## src/rtl/score_keeper.sv

```systemverilog
// score_keeper: BCD win/draw counters with first-to-WIN_SCORE match detection.
//   clk        system clock, rising edge
//   reset      asynchronous active-high reset
//   clear      synchronous new-match clear
//   win_in     per-player win levels (edge detected internally)
//   draw_in    draw level (edge detected internally)
//   score_bcd  per-player BCD scores, player p at [p*DIGITS*4 +: DIGITS*4]
//   draws_bcd  BCD draw count
//   score_evt  one-cycle pulse when any counter changed
//   match_over high once a player reaches WIN_SCORE, until clear/reset
//   winner     one-hot match winner, valid while match_over
module score_keeper #(
    parameter int PLAYERS   = 2,
    parameter int DIGITS    = 2,
    parameter int WIN_SCORE = 5,
    parameter int SATURATE  = 1
) (
    input  logic                        clk,
    input  logic                        reset,
    input  logic                        clear,
    input  logic [PLAYERS-1:0]          win_in,
    input  logic                        draw_in,
    output logic [PLAYERS*DIGITS*4-1:0] score_bcd,
    output logic [DIGITS*4-1:0]         draws_bcd,
    output logic                        score_evt,
    output logic                        match_over,
    output logic [PLAYERS-1:0]          winner
);
    localparam int DW = DIGITS * 4;
    localparam logic [0:0] PLAY = 1'b0;
    localparam logic [0:0] OVER = 1'b1;

    function automatic logic [DW-1:0] to_bcd(input int n);
        logic [DW-1:0] v;
        int t;
        v = '0;
        t = n;
        for (int d = 0; d < DIGITS; d++) begin
            v[d*4+:4] = 4'(t % 10);
            t = t / 10;
        end
        return v;
    endfunction

    // Ripple a +1 through the digits; all nines rolls over to zero.
    function automatic logic [DW-1:0] bcd_inc(input logic [DW-1:0] v);
        logic [DW-1:0] r;
        logic c;
        r = v;
        c = 1'b1;
        for (int d = 0; d < DIGITS; d++) begin
            if (c) begin
                if (r[d*4+:4] == 4'd9) r[d*4+:4] = 4'd0;
                else begin
                    r[d*4+:4] = r[d*4+:4] + 4'd1;
                    c = 1'b0;
                end
            end
        end
        return r;
    endfunction

    localparam logic [DW-1:0] MAX_BCD = to_bcd(10 ** DIGITS - 1);
    localparam logic [DW-1:0] WIN_BCD = to_bcd(WIN_SCORE);

    logic [PLAYERS*DW-1:0] score_q, score_d;
    logic [DW-1:0]         draws_q, draws_d;
    logic                  evt_q, evt_d;
    logic [0:0]            state_q, state_d;
    logic [PLAYERS-1:0]    winner_q, winner_d;
    logic [PLAYERS-1:0]    win_q;
    logic                  draw_q;
    logic [PLAYERS-1:0]    win_rise;
    logic                  draw_rise, one_win, any_rise;
    logic [DW-1:0]         cur, nxt;

    assign win_rise  = win_in & ~win_q;
    assign draw_rise = draw_in & ~draw_q;
    // Exactly one player rose and no draw: a clean win; anything else with a rise is a draw.
    assign one_win   = (win_rise != '0) && ((win_rise & (win_rise - PLAYERS'(1))) == '0) && !draw_rise;
    assign any_rise  = (win_rise != '0) || draw_rise;

    always_comb begin
        score_d  = score_q;
        draws_d  = draws_q;
        evt_d    = 1'b0;
        state_d  = state_q;
        winner_d = winner_q;
        cur      = '0;
        nxt      = '0;
        if (clear) begin
            score_d  = '0;
            draws_d  = '0;
            winner_d = '0;
            state_d  = PLAY;
        end else if (state_q == PLAY && one_win) begin
            for (int p = 0; p < PLAYERS; p++) begin
                if (win_rise[p]) begin
                    cur = score_q[p*DW+:DW];
                    nxt = bcd_inc(cur);
                    if (!(SATURATE != 0 && cur == MAX_BCD)) begin
                        score_d[p*DW+:DW] = nxt;
                        evt_d = 1'b1;
                        if (WIN_SCORE != 0 && nxt == WIN_BCD) begin
                            state_d     = OVER;
                            winner_d    = '0;
                            winner_d[p] = 1'b1;
                        end
                    end
                end
            end
        end else if (state_q == PLAY && any_rise) begin
            nxt = bcd_inc(draws_q);
            if (!(SATURATE != 0 && draws_q == MAX_BCD)) begin
                draws_d = nxt;
                evt_d   = 1'b1;
            end
        end
    end

    // Edge-detect history resets high so a level held across reset is not counted.
    always_ff @(posedge clk or posedge reset) begin
        if (reset) begin
            score_q  <= '0;
            draws_q  <= '0;
            evt_q    <= 1'b0;
            state_q  <= PLAY;
            winner_q <= '0;
            win_q    <= '1;
            draw_q   <= 1'b1;
        end else begin
            score_q  <= score_d;
            draws_q  <= draws_d;
            evt_q    <= evt_d;
            state_q  <= state_d;
            winner_q <= winner_d;
            win_q    <= win_in;
            draw_q   <= draw_in;
        end
    end

    assign score_bcd  = score_q;
    assign draws_bcd  = draws_q;
    assign score_evt  = evt_q;
    assign match_over = (state_q == OVER);
    assign winner     = winner_q;
endmodule

```

## config.mk

```make
export PLATFORM = sky130hd
export DESIGN_NAME = score_keeper
export DESIGN_NICKNAME = d
export VERILOG_FILES = /design/src/rtl/score_keeper.sv
export SDC_FILE = /design/constraint.sdc
export NUM_CORES = 1
export LEC_CHECK = 0
export BUFFER_PORTS_ARGS = -buffer_cell sky130_fd_sc_hd__buf_4
export CAP_MARGIN = 25
export CORE_MARGIN = 4
export CORE_UTILIZATION = 48
export DETAILED_ROUTE_END_ITERATION = 16
export GPL_ROUTABILITY_DRIVEN = 0
export GPL_TIMING_DRIVEN = 0
export PLACE_DENSITY_LB_ADDON = 0.2
export SLEW_MARGIN = 5
export SYNTH_ARGS = -nofsm -noshare
export SYNTH_HDL_FRONTEND = slang
export SYNTH_SLANG_ARGS = --single-unit
export TNS_END_PERCENT = 1
```

## constraint.sdc

```tcl
create_clock -name clk -period 4.5 [get_ports clk]
set_input_delay 0 -clock clk [delete_from_list [all_inputs] [get_ports clk]]
set_output_delay 0 -clock clk [all_outputs]
set_load 0.01 [all_outputs]
```

==> results of run 1 <==
synthesized netlist by cell type, types with 2 or more instances:
cell      number
nor3_1         4
dfrtp_1       28
a31o_2         2
clkbuf_1       7
or3_1          7
o31ai_1        7
buf_2          2
nor4b_1        3
nor4_1         2
o41ai_1        4
a21oi_1       19
o311ai_0       2
or4_1          9
o21ai_0        9
inv_1         16
or4b_1         2
dfstp_2        3
nand4_1        4
nand2_1        8
nor2b_1        4
nand2b_1       2
ha_1           3
nand4b_1       2
a211o_1        2
nor2_1        12
and4_1         3
nand3_1        7
where the power goes:
group          leakage (nW)  internal [mW]  switching (mW)
clock                0.0612          0.179           0.107
combinational         0.462         0.0254          0.0340
sequential            0.420          0.285         0.00578
per-layer routing:
| metal | vias to the layer above | GRT usage [%] |
|---|---|---|
| met4 | 0 | 6.95 |
| met2 | 42 | 29.7 |
| met3 | 6 | 6.00 |
| met1 | 784 | 27.5 |
| met5 | - | 0 |
| li1 | 816 | - |
worst paths after layout:
| path | from | endpoint | slack, ps | cells past startpoint |
|---|---|---|---|---|
| setup / recovery | win_in[0] | score_bcd[12] | 2050 | 10 |
| hold / removal | clear | score_bcd[11] | 40 | 4 |
| setup reg to reg | win_q[0] | score_bcd[12] | 2080 | 8 |
| hold reg to reg | winner[0] | winner[0] | 530 | 2 |
| max in group asynchronous | reset | win_q[0] | 3610 | 4 |
| min in group asynchronous | reset | winner[1] | 320 | 3 |
sequential cells by signal (all words and copies together) (netlist names):
signal and count:
draws_bcd 8, score_evt 1, draw_q 1, score_bcd 16, winner 2, win_q 2
match_over 1
metrics by stage:
stage,util [%],power [mW],hold WS (ps),std cells
final,65.6,0.636,39.6,284
after floorplan,-,0.328,4.48,191
after CTS,65.4,0.640,36.9,283
after global placement,60.1,0.349,119,270
after detailed placement,60.9,0.353,79.9,271
after global routing,65.6,0.666,57.2,284
final cells by class:
cell class,count,area (µm²)
plain buffers,9,36.3
clock buffers,6,82.6
clock inverters,2,35.0
fillers,314,1180
inverters,16,60.1
multi-input cells,135,886
flip-flops and latches,31,779
well taps,46,57.6
repair buffers,39,320
worst register-to-register path, delay by kind of cell (launching register included):
family / cells / cell delay [ps]
DFF: 1 / 360
AOI/OAI and AO/OA: 2 / 440
buffers and inverters: 3 / 440
adders and majority gates: 1 / 370
and+or+nand+nor: 2 / 690
layout by cell type, fill, tap and decap left out, drive strengths merged, types with 2 or more instances in the layout:
| cell | Yosys | layout |
|---|---|---|
| dlygate4sd3 | 0 | 4 |
| o21ai | 9 | 9 |
| clkbuf | 7 | 14 |
| dfstp | 3 | 3 |
| dfrtp | 28 | 28 |
| o311ai | 2 | 2 |
| or4b | 2 | 2 |
| a21oi | 19 | 19 |
| o41ai | 4 | 4 |
| a211o | 2 | 2 |
| nand2 | 8 | 8 |
| o31ai | 7 | 7 |
| nor2 | 12 | 12 |
| nor4b | 3 | 3 |
| a31o | 2 | 2 |
| nor2b | 5 | 5 |
| nor4 | 2 | 2 |
| nand4 | 4 | 4 |
| nand2b | 3 | 3 |
| or3 | 7 | 7 |
| or4 | 9 | 9 |
| ha | 3 | 3 |
| buf | 2 | 36 |
| and4 | 3 | 3 |
| nor3 | 4 | 4 |
| nand3 | 7 | 7 |
| inv | 16 | 16 |
| nand4b | 2 | 2 |
kinds of logic (layout without fill, tap and decap cells):
group	after synthesis	in the layout	share of synthesized area (%)
and+or+nand+nor	78	78	28.0
AOI/OAI and AO/OA	52	52	19.2
DFF	31	31	44.2
buffers and inverters	25	72	5.47
adders and majority gates	3	3	2.13
xor gates and xnor gates	2	2	0.994
repair_timing:
action	in CTS	in global routing
resized for setup	0	0
hold buffers	4	0
endpoints found under the hold margin	14	0
==> summary.txt, run 1 <==
Floorplanning
  – Cell row count: 21
  – DIE WIDTH: 68.6 µm
  – Initial core utilization: 51.2%
  – Overall die height: 68.6 µm
  – Area enclosed by the die boundary: 4700 µm²
  – Core Footprint: 3440 µm²
  – Number of ports placed on the die boundary: 34

Placement
  – Final HPWL DP: a little under 3000 µm
  – DP Area: around 2100 µm²
  – DP Worst Slack: approximately 2100 ps
  – Count of input and output buffers: 33

Timing
  – Final-layout setup total negative slack: 0 ps
  – Max Clock Skew: approximately 13 ps
  – Worst-Margin Slew: 631 ps
  – Final setup margin: 2050 ps
  – Headroom to the max-slew limit: approximately 57%
  – Max-slew violation total from the final report: 0
  – Final critical-path required period: 2450 ps
  – Max Fclk: about 0.4 GHz
  – Final critical-path share of the clock period: 54.4%
  – RSZ-0062 raised after global routing: false
  – Final number of setup-violating endpoints: 0
  – Final hold viol count: 0

Drt
  – Routed wire length on met3: 239 µm
  – Highest layer used for signal routing: met4
  – M1 WL: 1960 µm
  – Remaining antenna violation count after routing: 0
  – Detail-routed net length per standard cell: 14.6 µm
  – Final wirelength: 4140 µm
  – Routed length on met2: around 1900 µm
  – Via-to-Cell Ratio: 5.80
  – First-pass detailed-route iteration total: 6
  – Detailed Route Iter0 Violations: 142
  – Vias: 1648
  – Post-route DRC violation count: 0

GRT
  – Via count of the first global-routing pass: around 1500
  – Aggregate global-route resource usage: 20.0%
  – First-pass GRT wire length: 6980 µm
  – Initial antenna violation count: 0
  – Global-route congestion overflow total: 0
  – Largest net degree at the start of global routing: 21

Final layout
  – Synth-to-Final Area Change: 28.1%
  – Area of all placed cells without fillers: around 2300 µm²
  – Fraction of final layout cells sized beyond drive strength 1: between 20% and 30%
  – Net count reported at finish: 246
  – Diodes inserted: 0

Critical path
  – Slowest stage cell on the critical path: dlygate4sd3_1
  – Setup crit end kind: flip-flop
  – Category of cells accounting for the largest share of critical-path delay: buffers and inverters
  – Slowest Stage Delay on Critical Path: 530 ps
  – Category of the most critical setup path: in2reg
  – Critical path startpoint category: primary input
  – CP required: 4650 ps
  – Cell breakdown of the critical path: dlygate4sd3_1 -> buf_4 -> nor2b_1 -> inv_1 -> ha_1 -> or4b_1 -> buf_2 -> buf_2 -> o41ai_1 -> a21oi_1
  – Most repeated library cell on the critical path: buf_2
  – Top fanout value on the critical path: 10
  – Arrival time of data at the critical path endpoint: 2600 ps
  – Crit path buf inv count: 5

CTS
  – Clock tree root driver cell: clkbuf_8
  – Clock buffer count from CTS: 5
  – CTS Buffer Depth: 2
  – Source-to-sink clock delay at the later pin of the worst-skew pair: 290 ps
  – Clock H-tree levels: 2
  – Number of buffers inserted to repair setup after CTS: 0
  – CTS Sinks: 31
  – Clock-pin slew of the registers on the worst-case setup and hold paths: around 70 ps
  – TritonCTS clock tree: yes

Synthesis
  – Share of Yosys cell area claimed by the top area cell type: 39.8%
  – Average size of a mapped cell: 9.22 µm²
  – Largest area contributor in the netlist: dfrtp_1
  – Post-Syn Nets: 200
  – Most used flip-flop cell after synthesis: dfrtp_1
  – Post-synthesis instance area: between 1500 and 2000 µm²
  – Top cells by area in the synthesized netlist: dfrtp_1 40%, a21oi_1 5.4%, dfstp_2 4.5%
  – Async S/R FF share, synth: 100%
  – Number of distinct standard cells referenced by the synthesized netlist: 45
  – Synthesis warning total: 0
  – Flip-flop and latch count after synthesis: 31
  – EDFF count, synth: 0
  – Sequential area share after synthesis: between 40 and 50%
  – Number of instances in the synthesized netlist: ~190

Pwr
  – Peak VDD IR: 0.167 mV
  – Leakage power of the design: 0.943 nW
  – Power per unit of standard cell area: 282 nW/µm²

Status
  – Outcome: complete, no violations

Job
  – Number of violations of the max-capacitance limit: 0

Min path
  – Min-Delay Path Class: in2reg
No activity file was read; power rests on OpenSTA's default activity.
==> run 2: changes to the inputs <==
--- a/config.mk
+++ b/config.mk
@@ -5,6 +5,7 @@
 export SDC_FILE = /design/constraint.sdc
 export NUM_CORES = 1
 export LEC_CHECK = 0
+export ABC_AREA = 1
 export BUFFER_PORTS_ARGS = -buffer_cell sky130_fd_sc_hd__buf_4
 export CAP_MARGIN = 25
 export CORE_MARGIN = 4
==> constraint.sdc (replaced) <==
create_clock -name clk -period 2.1 [get_ports clk]
set_input_delay 0 -clock clk [delete_from_list [all_inputs] [get_ports clk]]
set_output_delay 0 -clock clk [all_outputs]
set_load 0.01 [all_outputs]
==> summary.txt, run 2 <==
Status
  – Outcome: complete, no violations

Critical path
  – Setup crit end kind: flip-flop
  – Critical path startpoint category: flip-flop
  – Arrival time of data at the critical path endpoint: 2070 ps
  – Most repeated library cell on the critical path: nor2_1
  – CP required: 2310 ps
  – Cell breakdown of the critical path: nor2_1 -> inv_1 -> ha_1 -> nand3_1 -> nor2_1 -> buf_2 -> nand2_1 -> o22ai_1
  – Worst R2R Setup Slack: 230 ps
  – Depth of the worst register-to-register path: 8
  – Category of the most critical setup path: reg2reg
  – Top fanout value on the critical path: 10
  – Destination of the worst register-to-register timing path: score_bcd[6]
  – Origin of the critical flop-to-flop path: win_q[1]
  – Slowest stage cell on the critical path: dfstp_2
  – Slowest Stage Delay on Critical Path: approximately 360 ps

Drt
  – Remaining antenna violation count after routing: 0
  – Vias: 1693
  – Post-route DRC violation count: 0
  – Final wirelength: 3890 µm
  – Via-to-Cell Ratio: between 4 and 5
  – Detailed Route Iter0 Violations: 78
  – Detail-routed net length per standard cell: 11.3 µm
  – First-pass detailed-route iteration total: 4

Synthesis
  – Async S/R FF share, synth: 100%
  – Most common library cells after synthesis: 62 x nand2_1, 33 x inv_1, 30 x nand3_1
  – Flip-flop and latch count after synthesis: 31
  – Largest area contributor in the netlist: dfrtp_1
  – Top cells by area in the synthesized netlist: dfrtp_1 38%, nand2_1 13%, nand3_1 8.1%
  – Cell with the most instances after synthesis: nand2_1
  – Share of Yosys cell area claimed by the top area cell type: 37.9%
  – Average size of a mapped cell: 7.43 µm²
  – Number of distinct standard cells referenced by the synthesized netlist: 24
  – Post-Syn Nets: 258
  – Most used flip-flop cell after synthesis: dfrtp_1
  – Number of instances in the synthesized netlist: around 250
  – Synthesis warning total: 0
  – Post-synthesis instance area: 1850 µm²
  – EDFF count, synth: 0
  – Sequential area share after synthesis: ~42%

Min path
  – Worst min-delay path endpoint: draws_bcd[7]
  – Hold path startpoint: clear
  – Cell depth of the worst hold path: 4
  – Min-Delay Path Class: in2reg

Pwr
  – Proportion of power drawn by the clock network: 35.6%
  – Power per unit of standard cell area: 726 nW/µm²
  – P_sw: 0.499 mW
  – Peak VDD IR: 0.542 mV
  – Combinational share of power: between 20 and 25%
  – Switching power share of the total: between 20% and 30%
  – Internal portion of total power: 1.20 mW
  – Leakage power of the design: about 1.2 nW
  – Sequential share of power: about 44%

Timing
  – Worst-Margin Slew: approximately 700 ps
  – Max Fclk: roughly 0.54 GHz
  – Final-layout setup total negative slack: 0 ps
  – RSZ-0062 raised after global routing: false
  – Final critical-path share of the clock period: 88.9%
  – Final critical-path required period: between 1500 and 2000 ps
  – Headroom to the max-slew limit: a little over half
  – Final number of setup-violating endpoints: 0
  – Worst hold slack after final layout: 21.7 ps
  – Max Clock Skew: 4.82 ps
  – Final hold viol count: 0
  – Max-slew violation total from the final report: 0

CTS
  – Clock H-tree levels: 2
  – Clock tree root driver cell: clkbuf_8
  – TritonCTS clock tree: yes
  – CTS Sinks: 31
  – Number of buffers inserted to repair setup after CTS: 0
  – CTS Buffer Depth: 2
  – Clock buffer count from CTS: 5
  – Clock-pin slew of the registers on the worst-case setup and hold paths: 70 ps
  – Source-to-sink clock delay at the later pin of the worst-skew pair: 280 ps

GRT
  – Initial antenna violation count: 0
  – Largest net degree at the start of global routing: 17
  – Met1 track demand over resource in global routing: 21.5%
  – Global-route congestion overflow total: 0
  – First-pass GRT wire length: 6740 µm
  – Busiest layer in global routing: met2
  – Met3 Usage GRT: roughly 5.8%
  – Via count of the first global-routing pass: 1541
  – GRT met2 Usage: 27.9%
  – Aggregate global-route resource usage: between 15 and 20%

Floorplanning
  – Overall die height: 70.1 µm
  – Cell row count: 22
  – Core Footprint: 3690 µm²
  – Initial core utilization: 50.2%
  – Area enclosed by the die boundary: 4910 µm²
  – DIE WIDTH: 70.1 µm
  – Number of ports placed on the die boundary: 34

Final layout
  – Synth-to-Final Area Change: 26.6%
  – Leading cell types in the layout, fill and taps excluded: 62 x nand2_1, 33 x inv_1, 33 x buf_4, 30 x nand3_1, 28 x dfrtp_1
  – Max reg flops: 16
  – Fraction of final layout cells sized beyond drive strength 1: 23.7%
  – Net count reported at finish: 303
  – Most common library cell in the layout ignoring fill and taps: nand2_1
  – Diodes inserted: 0
  – Area of all placed cells without fillers: 2340 µm²

Placement
  – Count of input and output buffers: 33
  – DP Area: approximately 2200 µm²
  – Final HPWL DP: 2960 µm

Job
  – Number of violations of the max-capacitance limit: 0
==> run 2: critical path, delay by kind of cell (launching register included) <==
kind | cells | cell delay (ps)
AND/OR/NAND/NOR | 4 | 620
flip-flops | 1 | 360
buffers and inverters | 2 | 330
adder cells (fa/ha/maj) | 1 | 290
AO/OA/AOI/OAI | 1 | 190
==> run 2: metrics by stage <==
stage               power (mW)  utilization (%)  std cells  setup WS, ps
finish                    1.70             63.5        343           233
global route              1.81             63.5        343          26.7
floorplan                0.952                -        249           500
detailed placement        1.10             59.3        331           233
CTS                       1.72             63.5        343           219
global placement          1.09             58.5        330           233
==> run 2: worst max-delay path by stage <==
stage              start  slack (ps)            to
3_3_place_gp    win_q[1]         230  score_bcd[2]
6_report        win_q[1]         230  score_bcd[6]
2_1_floorplan   win_q[1]         500  score_bcd[2]
3_5_place_dp    win_q[1]         230  score_bcd[6]
5_1_grt        win_in[1]          30  score_bcd[3]
4_1_cts         win_q[1]         220  score_bcd[2]
==> run 2: cell families after synthesis <==
group / synth area share (%)
buf+inv: 8.05
flops: 42.1
xor+xnor: 1.89
fa+ha+maj: 2.03
compound gates: 10.9
simple gates: 35.0
==> run 2: metal layers <==
layer  part of all wire (%)  routed length (µm)
met1                     46                1790
met2                     48                1850
met3                    5.2                 204
met4                    1.1                  41
met5                      0                   0
==> run 2: cell type report <==
cell class / instances / area (µm²)
Fill cell: 332 / 1350
Multi-Input combinational cell: 179 / 922
Sequential cell: 31 / 779
Timing Repair Buffer: 38 / 315
Inverter: 37 / 139
Clock buffer: 6 / 82.6
Tap cell: 48 / 60.1
Clock inverter: 2 / 35.0
Buffer: 2 / 10.0
==> run 2: power groups by stage <==
| stage | combinational [mW] | clock, mW | sequential [mW] |
|---|---|---|---|
| 3_3_place_gp | 0.335 | 0 | 0.756 |
| 3_5_place_dp | 0.346 | 0 | 0.758 |
| 4_1_cts | 0.354 | 0.618 | 0.747 |
| 5_1_grt | 0.397 | 0.647 | 0.761 |
| 2_1_floorplan | 0.181 | 0 | 0.771 |
| 6_report | 0.347 | 0.606 | 0.748 |
==> run 2: timing repair <==
| item | 4_1_cts | 5_1_grt |
|---|---|---|
| gates resized for setup | 0 | 0 |
| endpoints found under the hold margin | 16 | 0 |
| hold buffers | 4 | 0 |
| setup endpoints to repair | 0 | 0 |
